**src/rtl/lh_pulse_capture.sv**
```systemverilog
// lh_pulse_capture: multi-channel envelope pulse timer. Each channel keeps a one-deep
// record slot. A fixed-priority valid/ready register drains the slots.
module lh_pulse_capture #(
  parameter int WIDTH     = 16,
  parameter int CHANNELS  = 4,
  parameter int CH_BITS   = 2,
  parameter int MIN_WIDTH = 4
) (
  input  logic                clk,
  input  logic                reset,
  input  logic [CHANNELS-1:0] envelope,
  output logic                out_valid,
  input  logic                out_ready,
  output logic [CH_BITS-1:0]  out_channel,
  output logic [WIDTH-1:0]    out_start,
  output logic [WIDTH-1:0]    out_width,
  output logic                out_sat,
  output logic [CHANNELS-1:0] overrun
);
  localparam logic ST_IDLE = 1'b0;
  localparam logic ST_HIGH = 1'b1;
  localparam logic [WIDTH-1:0] CNT_MAX = {WIDTH{1'b1}};
  localparam logic [WIDTH-1:0] CNT_ONE = WIDTH'(1);
  localparam logic [WIDTH-1:0] MIN_W   = WIDTH'(MIN_WIDTH);
  localparam logic FILTER_ON = (MIN_WIDTH > 1);

  logic [WIDTH-1:0]    r_timebase;
  logic [CHANNELS-1:0] r_sync1, r_s, r_prev, r_armed, r_state, r_pend;
  logic [1:0]          r_settle;
  logic [WIDTH-1:0]    r_cnt        [CHANNELS];
  logic [WIDTH-1:0]    r_start      [CHANNELS];
  logic [CHANNELS-1:0] r_sat;
  logic [WIDTH-1:0]    r_slot_start [CHANNELS];
  logic [WIDTH-1:0]    r_slot_width [CHANNELS];
  logic [CHANNELS-1:0] r_slot_sat;

  logic [CHANNELS-1:0] w_rise, w_fall, w_rec, w_lowest, w_grant;
  logic                w_load, w_any, w_mux_sat;
  logic [CH_BITS-1:0]  w_sel;
  logic [WIDTH-1:0]    w_mux_start, w_mux_width;

  // Edge detection, record qualification and lowest-index-pending selection.
  always_comb begin
    w_rise      = r_s & ~r_prev;
    w_fall      = ~r_s & r_prev;
    w_load      = !out_valid || out_ready;
    w_any       = |r_pend;
    w_lowest    = r_pend & (~r_pend + CHANNELS'(1));
    w_grant     = w_load ? w_lowest : '0;
    w_rec       = '0;
    w_sel       = '0;
    w_mux_start = '0;
    w_mux_width = '0;
    w_mux_sat   = 1'b0;
    for (int i = 0; i < CHANNELS; i++) begin
      w_rec[i]    = (r_state[i] == ST_HIGH) && w_fall[i] &&
                    (!FILTER_ON || (r_cnt[i] >= MIN_W));
      w_sel       = w_sel | (w_lowest[i] ? CH_BITS'(i) : '0);
      w_mux_start = w_mux_start | (w_lowest[i] ? r_slot_start[i] : '0);
      w_mux_width = w_mux_width | (w_lowest[i] ? r_slot_width[i] : '0);
      w_mux_sat   = w_mux_sat | (w_lowest[i] & r_slot_sat[i]);
    end
  end

  // Timebase, synchronisers, per-channel measurement FSM and record slots.
  // r_settle masks the two cycles where r_s still shows reset values, so a pulse
  // already high at reset cannot arm the channel.
  always_ff @(posedge clk) begin
    if (reset) begin
      r_timebase <= '0;
      r_sync1    <= '0;
      r_s        <= '0;
      r_prev     <= '0;
      r_settle   <= 2'b00;
      r_armed    <= '0;
      r_state    <= '0;
      r_sat      <= '0;
      r_pend     <= '0;
      r_slot_sat <= '0;
      overrun    <= '0;
      for (int i = 0; i < CHANNELS; i++) begin
        r_cnt[i]        <= '0;
        r_start[i]      <= '0;
        r_slot_start[i] <= '0;
        r_slot_width[i] <= '0;
      end
    end else begin
      r_timebase <= r_timebase + CNT_ONE;
      r_sync1    <= envelope;
      r_s        <= r_sync1;
      r_prev     <= r_s;
      r_settle   <= {r_settle[0], 1'b1};
      for (int i = 0; i < CHANNELS; i++) begin
        if (r_settle[1] && !r_s[i]) begin
          r_armed[i] <= 1'b1;
        end
        case (r_state[i])
          ST_IDLE: begin
            if (w_rise[i] && r_armed[i]) begin
              r_state[i] <= ST_HIGH;
              r_start[i] <= r_timebase;
              r_cnt[i]   <= CNT_ONE;
              r_sat[i]   <= 1'b0;
            end
          end
          ST_HIGH: begin
            if (w_fall[i]) begin
              r_state[i] <= ST_IDLE;
            end else if (r_s[i]) begin
              if (r_cnt[i] == CNT_MAX) begin
                r_sat[i] <= 1'b1;
              end else begin
                r_cnt[i] <= r_cnt[i] + CNT_ONE;
              end
            end
          end
          default: r_state[i] <= ST_IDLE;
        endcase
        if (w_rec[i]) begin
          if (!r_pend[i] || w_grant[i]) begin
            r_pend[i]       <= 1'b1;
            r_slot_start[i] <= r_start[i];
            r_slot_width[i] <= r_cnt[i];
            r_slot_sat[i]   <= r_sat[i];
          end else begin
            overrun[i] <= 1'b1;
          end
        end else if (w_grant[i]) begin
          r_pend[i] <= 1'b0;
        end
      end
    end
  end

  // Output register: reloads whenever empty or being accepted.
  always_ff @(posedge clk) begin
    if (reset) begin
      out_valid   <= 1'b0;
      out_channel <= '0;
      out_start   <= '0;
      out_width   <= '0;
      out_sat     <= 1'b0;
    end else if (w_load) begin
      out_valid <= w_any;
      if (w_any) begin
        out_channel <= w_sel;
        out_start   <= w_mux_start;
        out_width   <= w_mux_width;
        out_sat     <= w_mux_sat;
      end
    end
  end
endmodule
```
**config.mk**
```make
export PLATFORM = sky130hd
export DESIGN_NAME = lh_pulse_capture
export DESIGN_NICKNAME = d
export VERILOG_FILES = /design/src/rtl/lh_pulse_capture.sv
export SDC_FILE = /design/constraint.sdc
export NUM_CORES = 1
export LEC_CHECK = 0
export ABC_CLOCK_PERIOD_IN_PS = 4600
export BUFFER_PORTS_ARGS = -buffer_cell sky130_fd_sc_hd__buf_2
export CAP_MARGIN = 40
export CORE_ASPECT_RATIO = 0.6
export CORE_UTILIZATION = 25
export DETAILED_ROUTE_END_ITERATION = 7
export GPL_TIMING_DRIVEN = 0
export HOLD_SLACK_MARGIN = 0.06
export SLEW_MARGIN = 20
export SYNTH_ARGS = -nofsm -noshare
export SYNTH_HDL_FRONTEND = slang
export SYNTH_SLANG_ARGS = --single-unit
```
**constraint.sdc**
```tcl
create_clock -name clk -period 4.6 [get_ports clk]
set_input_delay 0.69 -clock clk [delete_from_list [all_inputs] [get_ports clk]]
set_output_delay 0.69 -clock clk [all_outputs]
set_load 0.02 [all_outputs]
```
# Word-level counts from Yosys, hierarchy flattened
# Memories as Yosys holds them, arrays and structs flattened.
# Cells that the tools add are included.
# classes
add_sub_neg	6
order_cmp	4
n_eq_ne	24
muxes	131
bitwise	49
n_reduce_logical	52
# op_table
cell	count
2-to-1 mux 16 bit	28
OR 16 bit	6
2-to-1 mux 1 bit	92
adder 16 x 1 -> 16 bit (second input constant)	5
== test 16 bit (second input constant)	4
greater-or-equal comparator 16 x 3 -> 1 bit (second input constant)	4
AND reduction 2 bit	13
inequality test 2 bit (second input constant)	12
OR 1 bit	23
logical AND 1 bit	16
inequality test 2 x 1 -> 1 bit (second input constant)	8
one-hot mux 1 bit (2 select lines)	8
AND reduction 4 bit	4
bitwise AND 4 bit	3
NOT 4 bit	3
zero test 1 bit	9
NOT 1 bit	8
nonzero test 2 bit	4
logical OR 1 bit	5
adder 4 x 1 -> 4 bit (second input constant)	1
bitwise AND 1 bit	4
2-to-1 mux 2 bit	2
2-to-1 mux 4 bit	1
OR reduction 4 bit	1
other kinds (2)	2
# word_totals
ff_bits	90
ramBits	256
out_inout_bits	40
n_memories	4
# memory_table
name	depth	word_bits	read_ports	rd_clocked_by_memory_dff	wr	line	text
r_cnt	4	16	4	0	4	30	logic [WIDTH-1:0] r_cnt [CHANNELS];
r_slot_start	4	16	4	0	4	33	logic [WIDTH-1:0] r_slot_start [CHANNELS];
r_slot_width	4	16	4	0	4	34	logic [WIDTH-1:0] r_slot_width [CHANNELS];
r_start	4	16	4	0	4	31	logic [WIDTH-1:0] r_start [CHANNELS];

# Depth between registers and ports, before layout
# logic_depth
depth_word	10
mapped_depth	7

# Worst setup path after synthesis
# Ideal clock, no wire load.
# synth_timing
path_type	reg-to-reg
startpoint	memory r_cnt[1][3]
endpoint	memory r_slot_start[1][0], enable pin
setup_ns	0.466
t_arrival_ns	3.418
t_required_ns	4.134
slack_ns	0.717
path_stages_with_launch	6
path_buffers	1
period_less_slack_ns	3.883
cell_sequence	edfxtp_1 clkbuf_1 nor4_1 and4_1 or2_2 o21ai_0
# synth_rtl
item	line
start: declaration	30
end: declaration	33

==> out/qor.yml <==
power_and_ir_drop:
  ir_drop_mv: 0.2006
  p_leak_uw: 0.005819
  finalPower_uw: 6437
  power_density_mw_per_mm2: 373.6
timing:
  fin_crit_sh: 0.6436
  fmax_mhz: 337.8
  clock_skew_ns: 0.01756
  setup_tns_ns: 0
  period_needed_ns: 2.961
  hold_violations: 0
  worst_slew_pin_slew_ns: 0.8232
  setup-violations-final: 0
  max_slew_margin: 0.4463
  rsz0062_at_grt: "no"
  maxSlewViolCount: 0
route:
  ant_nets: 0
  wl_mm: 39.13
  via_per_inst: 4.743
  vias: 10100
  post_drt_wl_per_cell_um: 18.37
  drc: 0
  first_pass_iters: 5
  drt-initial-drc-count: 1231
die:
  start_util: 0.2548
  pin_count: 47
  chipHeight_um: 190.2
  fp.dieW_um: 315.7
  die_area_mm2: 0.06005
  rows: 68
  fp.coreArea_mm2: 0.05794
logic_synthesis:
  synth_edf_count: 256
  dominantRegCellSynth: "edfxtp_1"
  syn_nets: 1259
  synth.ff_latch_count: 346
  yosysWarnings: 0
  avgSynthCellArea_um2: 11.87
  async_flop_share: 0
  synth_area_leaders: "edfxtp_1 (52%), dfxtp_1 (12%), and2_1 (7.5%)"
  synthCells: 1243
  ys_top_cells_by_count: "edfxtp_1 (256), and2_1 (178), nor2_1 (128)"
  synth_top_cell_area_share: 0.5208
  yosysMostFrequentCell: "edfxtp_1"
  syn_area_mm2: 0.01476
  ys_types: 52
  seq_area_frac_synth: 0.6429
  synth_top_area_cell: "edfxtp_1"
finish:
  finalInstanceArea_mm2: 0.01723
  diodes: 0
  area_growth_pct: 16.74
  drive_above_1_share: 0.09559
  fin_nets: 1350
  final_util: 0.2974
  fill_cells: 5824
flow_run:
  maxCapViolations: 0
clocking:
  htree_levels: 2
  clk_path_buf_depth: 3
  cts.clk_slew.worst_paths_ns: 0.06
  cts_resized: 0
  clock-root-buffer: "clkbuf_16"
  clkLatencyLatePin_ns: 0.53
  clock_sinks: 346
  cts_tree: "yes"
  cts_buffers: 34
  cts_hold_buf: 0
  post_cts_buffers: 0
placement:
  port_buffers: 46
  routabilityCongestion: 0.8589
  place_area_mm2: 0.01613
  hpwl_mm: 29.59
hold_path:
  hold_class: "primary input to register"
critical_path:
  max_stage_delay_ns: 0.50
  startpoint_type: "register"
  path_cells: "ha_1 -> nand3_1 -> or3_1 -> buf_2 -> o21ai_2 -> buf_2 -> nand2_1"
  end_kind: "register"
  arrival_ns: 3.07
  cp_slowest_cell: "edfxtp_1"
  critical_path_required_ns: 4.71
  critical_path.max_fanout: 16
  critPathMostFrequentCell: "buf_2"
  worst-setup-path-type: "register to register"
global_routing:
  grt-ovfl-total: 0
  grt_pass1_vias: 9369
  grt_pass1_wl_mm: 58.29
  antenna_found_initial: 2
  grt_max_degree: 23
  grt_usage: 0.1295
outcome:
  status: "complete, no violations"
metal layers:
metal | track usage | routed length (µm)
met1 | 0.2020 | 19620
met2 | 0.1630 | 14290
met3 | 0.04883 | 4606
met4 | 0.02564 | 547
met5 | 0.008117 | 62
power by group:
group | switching (µW) | internal, µW | total (µW) | leakage (µW)
combinational | 124 | 52.2 | 177 | 0.00191
clock | 1220 | 1530 | 2750 | 0.000526
sequential | 73.7 | 3440 | 3510 | 0.00338
worst paths after layout:
| kind | slack (ns) | startpoint | depth (start not counted) | end |
|---|---|---|---|---|
| max | 1.64 | r_cnt[3][0] | 7 | r_cnt[3][15] |
| min | 0.39 | envelope[2] | 2 | r_sync1[2] |
| max reg2reg | 1.64 | r_cnt[3][0] | 7 | r_cnt[3][15] |
| min reg2reg | 0.44 | r_sync1[1] | 1 | r_s[1] |
critical path, delay by kind of cell, from the launching register on:
kind | cells | cell delay [ns]
AO/OA/AOI/OAI | 1 | 0.29
adder cells (fa/ha/maj) | 1 | 0.23
buffers and inverters | 2 | 0.47
flip-flops | 1 | 0.50
AND/OR/NAND/NOR | 3 | 1.04
cell usage in the layout (no fill, tap or decap), types with 5 or more instances in the layout:
| cell type | count |
|---|---|
| and2_1 | 178 |
| o21a_1 | 6 |
| nor3_1 | 21 |
| a311oi_1 | 32 |
| and4_1 | 13 |
| o21ai_0 | 41 |
| nand3b_1 | 5 |
| dfxtp_1 | 90 |
| and3_1 | 7 |
| buf_1 | 7 |
| nor2_1 | 128 |
| clkbuf_1 | 72 |
| nand4_1 | 18 |
| clkinv_2 | 6 |
| nor2b_1 | 14 |
| nand2_1 | 62 |
| clkbuf_16 | 37 |
| nor4_1 | 45 |
| edfxtp_1 | 256 |
| a221o_1 | 32 |
| buf_2 | 56 |
| xnor2_1 | 31 |
| a21oi_1 | 20 |
| xor2_1 | 30 |
| nand3_1 | 35 |
| inv_1 | 37 |
| ha_1 | 9 |
area by class of cell:
class / count / area [µm²] / share of cell area
flip-flops and latches: 346 / 9489 / 0.5507
multi-input cells: 783 / 4881 / 0.2833
clock buffers: 52 / 1012 / 0.05874
well taps: 770 / 963.4 / 0.05591
repair buffers: 55 / 387.9 / 0.02251
plain buffers: 76 / 296.5 / 0.01721
inverters: 38 / 142.6 / 0.008278
clock inverters: 10 / 58.81 / 0.003413
flip-flops by register name, summed over array words and instances (netlist names), 16 cells and up:
register	count
out_width	16
out_start	16
r_timebase	16
r_cnt	64
r_start	64
r_slot_width	64
r_slot_start	64
stage by stage:
step / cells / setup slack, ns / hold slack (ns)
final: 2130 / 1.639 / 0.3930
after global routing: 2130 / 1.336 / 0.3842
after detailed placement: 2064 / 0.8727 / 0.4313
after floorplan: 1243 / 0.7167 / 0.4138
after global placement: 2059 / -0.6466 / 0.4276
after CTS: 2126 / 1.424 / 0.3810
cell families after synthesis:
| family | Yosys count | share of synthesized area |
|---|---|---|
| buffers and inverters | 114 | 0.02975 |
| AO/OA/AOI/OAI | 167 | 0.08392 |
| adder cells (fa/ha/maj) | 9 | 0.007629 |
| multiplexers | 2 | 0.001441 |
| flip-flops | 346 | 0.6429 |
| XOR/XNOR | 61 | 0.03620 |
| AND/OR/NAND/NOR | 544 | 0.1982 |
Note: power is estimated with default switching activity, not from simulation.
